[config.mk]
export PLATFORM = sky130hd
export DESIGN_NAME = rr_arbiter_4_flat
export DESIGN_NICKNAME = d
export VERILOG_FILES = /design/src/rtl/rr_arbiter_4_if.sv /design/src/rtl/rr_arbiter_4.sv /design/src/flat_wrapper.sv
export SDC_FILE = /design/constraint.sdc
export NUM_CORES = 1
export LEC_CHECK = 0
export CAP_MARGIN = 20
export CORE_MARGIN = 2
export CORE_UTILIZATION = 35
export CTS_BUF_LIST = sky130_fd_sc_hd__clkbuf_8
export CTS_CLUSTER_SIZE = 24
export DETAILED_ROUTE_END_ITERATION = 10
export DONT_BUFFER_PORTS = 1
export PLACE_DENSITY_LB_ADDON = 0.2
export SYNTH_ARGS = -nofsm -noshare
export SYNTH_HDL_FRONTEND = slang
export SYNTH_SLANG_ARGS = --single-unit
[constraint.sdc]
create_clock -name clk -period 2.8 [get_ports clk]
set_clock_uncertainty 0.2 [all_clocks]
set_input_delay 0.56 -clock clk [delete_from_list [all_inputs] [get_ports clk]]
set_output_delay 0.56 -clock clk [all_outputs]
set_load 0.05 [all_outputs]
[src/rtl/rr_arbiter_4_if.sv]
// Request/grant bundle between four clients and the round-robin arbiter.
// The master modport belongs to the requesting side and the slave modport to the arbiter.
interface rr_arbiter_4_if;
    logic [3:0] req;
    logic [3:0] gnt;
    logic [1:0] gnt_sel;
    logic       gnt_valid;

    modport master (output req, input gnt, input gnt_sel, input gnt_valid);
    modport slave  (input req, output gnt, output gnt_sel, output gnt_valid);
endinterface

[src/rtl/rr_arbiter_4.sv]
// Four-way round-robin arbiter with registered index/one-hot grant and a hold limit
// that forces rotation when others are waiting.
module rr_arbiter_4 #(
    parameter int MAX_HOLD = 8
) (
    input  logic          clk,
    input  logic          rst_n,
    rr_arbiter_4_if.slave bus
);
    localparam logic [7:0] HOLD_LIM = 8'(MAX_HOLD - 1);

    typedef enum logic {S_IDLE, S_GRANT} state_t;

    state_t     r_state, w_state_nxt;
    logic [1:0] r_ptr, w_ptr_nxt;
    logic [7:0] r_hold_cnt, w_hold_cnt_nxt;
    logic [1:0] r_gnt_sel, w_gnt_sel_nxt;
    logic       r_gnt_valid, w_gnt_valid_nxt;
    logic [3:0] r_gnt, w_gnt_nxt;

    logic [3:0] w_mask;
    logic [1:0] w_winner;
    logic       w_found;
    logic       w_take;

    // The holder is masked out so that "found" means another requester is pending.
    always_comb begin
        w_mask = bus.req;
        if (r_state == S_GRANT) w_mask[r_gnt_sel] = 1'b0;
        w_found  = |w_mask;
        w_winner = r_ptr;
        for (int i = 3; i >= 0; i--) begin
            if (w_mask[r_ptr + 2'(i)]) w_winner = r_ptr + 2'(i);
        end
    end

    // NOTE: every signal written here gets a default first, so no path can infer a latch.
    always_comb begin
        w_state_nxt     = r_state;
        w_ptr_nxt       = r_ptr;
        w_hold_cnt_nxt  = r_hold_cnt;
        w_gnt_sel_nxt   = r_gnt_sel;
        w_gnt_valid_nxt = r_gnt_valid;
        w_gnt_nxt       = r_gnt;
        w_take          = 1'b0;

        if (r_state == S_IDLE) begin
            w_take = w_found;
        end else if (!bus.req[r_gnt_sel]) begin
            if (w_found) begin
                w_take = 1'b1;
            end else begin
                w_state_nxt     = S_IDLE;
                w_gnt_valid_nxt = 1'b0;
                w_gnt_nxt       = 4'b0000;
            end
        end else if (r_hold_cnt == HOLD_LIM) begin
            w_take = w_found;
        end else begin
            w_hold_cnt_nxt = r_hold_cnt + 8'd1;
        end

        if (w_take) begin
            w_state_nxt     = S_GRANT;
            w_gnt_sel_nxt   = w_winner;
            w_gnt_valid_nxt = 1'b1;
            w_gnt_nxt       = 4'b0001 << w_winner;
            w_ptr_nxt       = w_winner + 2'd1;
            w_hold_cnt_nxt  = 8'd0;
        end
    end

    // NOTE: state flops use non-blocking assignments so all registers update together at the edge.
    always_ff @(posedge clk or negedge rst_n) begin
        if (!rst_n) begin
            r_state     <= S_IDLE;
            r_ptr       <= 2'd0;
            r_hold_cnt  <= 8'd0;
            r_gnt_sel   <= 2'd0;
            r_gnt_valid <= 1'b0;
            r_gnt       <= 4'b0000;
        end else begin
            r_state     <= w_state_nxt;
            r_ptr       <= w_ptr_nxt;
            r_hold_cnt  <= w_hold_cnt_nxt;
            r_gnt_sel   <= w_gnt_sel_nxt;
            r_gnt_valid <= w_gnt_valid_nxt;
            r_gnt       <= w_gnt_nxt;
        end
    end

    assign bus.gnt       = r_gnt;
    assign bus.gnt_sel   = r_gnt_sel;
    assign bus.gnt_valid = r_gnt_valid;
endmodule
[src/flat_wrapper.sv]
// flat-port wrapper written by rule: the top's interface ports become plain ports
module rr_arbiter_4_flat 
#(
    parameter int MAX_HOLD = 8
)
  (clk, rst_n, bus_req, bus_gnt, bus_gnt_sel, bus_gnt_valid);
  rr_arbiter_4_if bus_i ();
  input  logic clk;
  input  logic rst_n;
  input wire logic [$bits(bus_i.req)-1:0] bus_req;
  output wire logic [$bits(bus_i.gnt)-1:0] bus_gnt;
  output wire logic [$bits(bus_i.gnt_sel)-1:0] bus_gnt_sel;
  output wire logic [$bits(bus_i.gnt_valid)-1:0] bus_gnt_valid;
  assign bus_i.req = bus_req;
  assign bus_gnt = bus_i.gnt;
  assign bus_gnt_sel = bus_i.gnt_sel;
  assign bus_gnt_valid = bus_i.gnt_valid;
  rr_arbiter_4 #(.MAX_HOLD(MAX_HOLD)) u_core (.clk(clk), .rst_n(rst_n), .bus(bus_i));
endmodule
==> flow_summary.ini <==
[setup_path]
critPathMaxFanout = 10
crit_arrival_ns = 2.27
start_kind = flip-flop
crit_path_max_incr_delay_ns = 0.50
cpMaxStageDelayCell = dfrtp_1
crit_chain = xnor2_1, a31oi_1, mux2_2, nand2_1, nand4_2, a32o_1
end_kind = flip-flop
r2r-start = u_core.bus.gnt_sel[0]
crit_start = u_core.bus.gnt_sel[0]
worstSetupPathType = flip-flop to flip-flop
crit_required_ns = 2.75

[routing]
dr.pass1.iters = 4
drc_errors = 0
viasPerCell = 5.83
postRouteAntennaNets = 0
wl_per_cell_um = 15.4
num_vias = 910
drtIter0Drc = 30
wl_um = 2410

[worst_hold_path]
hold_class = flip-flop to flip-flop
hp-start = u_core.r_hold_cnt[7]

[global_route]
grt_max_degree = 19
grt_pass1_wl_um = 4210
grt_pass1_vias = 915
antenna_found_initial = 0
gr-total-overflow = 0
grtUsageTotal_pct = 15.8

[timing]
relSlewSlack_pct = 45.1
worst_pin_slew_ns = 0.821
fin_crit_sh_pct = 82.8
fmax_mhz = 431
finalCriticalPeriod_ns = 2.32
finalSetupViolations = 0
rsz0062_at_grt = no
maxSlewViolCount = 0
hold_viol = 0
whs_ns = 0.296
finalSetupTns_ns = 0

[clock_tree]
post_cts_buffers = 0
htree_levels = 1
cts_root_buffer = clkbuf_8
clk_pin_slew_ns = 0.07
cts_buffer_depth = 2
clk_latency_ns = 0.26
cts.sink_count = 18
tritoncts = yes
cts_resized = 0
cts_buffers = 3

[outcome]
status = completed

[die]
io-pin-count = 13
die_h_um = 59.5
die_w_um = 59.5
core_um2 = 3000
start_util_pct = 36.0
fp-row-count = 20
die-area_um2 = 3550

[synth]
synth_nets = 125
ys_types = 42
synth_area_per_cell_um2 = 9.15
synthTopCellsByArea = dfrtp_1 (42%), nand2_1 (5.2%), o21ai_0 (5.1%)
yosysTopAreaCellShare_pct = 41.7
syn_inst = 118
ys_seq_area_share_pct = 41.7
synth_edf_count = 0
synth_most_common_cell = dfrtp_1
ys.warnings.count = 0
ys_async_sr_fraction_pct = 100
netlist_area_um2 = 1080
ys_top_cells_by_count = dfrtp_1 (18), nand2_1 (15), o21ai_0 (11)
ys_ff_latch = 18
synth_top_area_cell = dfrtp_1
dominantRegCellSynth = dfrtp_1

[power_and_ir_drop]
power.switching_mw = 0.729
p_int_mw = 0.767
combPwrFrac_pct = 49.7
p_clk_share_pct = 14.3
leakage_nw = 0.487
powerDensity_nw_per_um2 = 1260
sequentialPowerShare_pct = 36.0
ir_worst_vdd_v = 0.000794
p_sw_share_pct = 48.7

[run]
cap_violations = 0

[placement]
gp_congestion = 0.802
dpl.hpwl_um = 1780
portBuffers = 0

[cells_and_area]
fill_cells = 303
antenna_cells = 0
syn2layout_area_growth_pct = 10.1
nNetsFinal = 131
drive_gt1_share_pct = 11.4
## worst paths after layout
path / endpoint / slack, ns / cells after the start
setup / recovery: u_core.bus.gnt[0] / 0.48 / 6
hold / removal: u_core.r_hold_cnt[7] / 0.30 / 1
setup reg to reg: u_core.bus.gnt[0] / 0.48 / 6
hold reg to reg: u_core.r_hold_cnt[7] / 0.30 / 1
max in group asynchronous: u_core.r_ptr[0] / 1.25 / 1
min in group asynchronous: u_core.r_hold_cnt[3] / 0.64 / 1
## through the flow
| step | cells | cell area [µm²] | total power, mW | util [%] | worst slack, ns |
|---|---|---|---|---|---|
| after floorplan | 118 | 1080 | 1.12 | - | 0.451 |
| after global placement | 151 | 1120 | 1.27 | 37.4 | 0.569 |
| after detailed placement | 151 | 1120 | 1.28 | 37.4 | 0.512 |
| after CTS | 156 | 1190 | 1.51 | 39.6 | 0.486 |
| after global routing | 156 | 1190 | 1.63 | 39.6 | 0.260 |
| final | 156 | 1190 | 1.50 | 39.6 | 0.481 |
## cell type report
type / count / area [µm²] / area share (%)
Timing Repair Buffer: 3 / 25.0 / 2.11
Inverter: 2 / 7.51 / 0.632
Clock buffer: 4 / 55.1 / 4.63
Tap cell: 33 / 41.3 / 3.47
Sequential cell: 18 / 450 / 37.9
Multi-Input combinational cell: 96 / 609 / 51.3
## flip-flops by register name (all words and copies together), names as in the netlist
register              flops
u_core.bus.gnt            4
u_core.r_hold_cnt         8
u_core.bus.gnt_sel        2
u_core.r_ptr              2
u_core.bus.gnt_valid      1
u_core.r_state            1
## logic make-up (layout without fill, tap and decap cells)
group                      count (synthesis)  count (layout)  share of synthesized area (%)
AOI/OAI and AO/OA                         40              40                           24.6
and+or+nand+nor                           47              47                           22.3
xor gates and xnor gates                   3               3                           2.43
adders and majority gates                  1               1                           1.16
muxes                                      5               5                           6.03
buffers and inverters                      4               9                           1.85
DFF                                       18              18                           41.7
## cell usage in the layout (no fill, tap or decap), types with 2 or more instances in the layout
cell type | netlist | final
dfrtp_1 | 18 | 18
nand2_1 | 15 | 15
o21ai_0 | 11 | 11
nor2_1 | 10 | 10
a21oi_1 | 8 | 8
nand2b_1 | 6 | 6
nand3_1 | 6 | 6
clkbuf_8 | 0 | 4
mux2_2 | 2 | 2
inv_1 | 2 | 2
mux2i_1 | 2 | 2
xnor2_1 | 2 | 2
a31oi_1 | 2 | 2
o21a_1 | 2 | 2
o21ai_1 | 2 | 2
o31ai_1 | 2 | 2
a32o_1 | 2 | 2
buf_4 | 1 | 2
## per-layer routing
metal  global-route usage [%]  share of wire, %  vias to the layer above
met5                        0                 0                        -
met4                     8.25               2.1                        0
met3                     3.71               5.1                        5
met2                     24.2                44                       22
met1                     20.6                48                      434
li1                         -                 -                      449
## critical path: cells and delay by family, from the launching register on
kind             cells  cell delay [ns]
AO/OA/AOI/OAI        2             0.55
XOR/XNOR             1             0.39
flip-flops           1             0.50
multiplexers         1             0.31
AND/OR/NAND/NOR      2             0.26
## power groups by stage
stage | logic (mW) | clock network, mW | registers, mW
finish | 0.743 | 0.215 | 0.538
global route | 0.839 | 0.231 | 0.555
detailed placement | 0.737 | 0 | 0.540
CTS | 0.749 | 0.223 | 0.535
floorplan | 0.584 | 0 | 0.536
global placement | 0.725 | 0 | 0.540
## what timing repair did
item                       4_1_cts  5_1_grt
hold endpoints to repair        18        0
hold buffers                     1        0
setup endpoints to repair        0        0
Power figures use the tool's default switching activity.
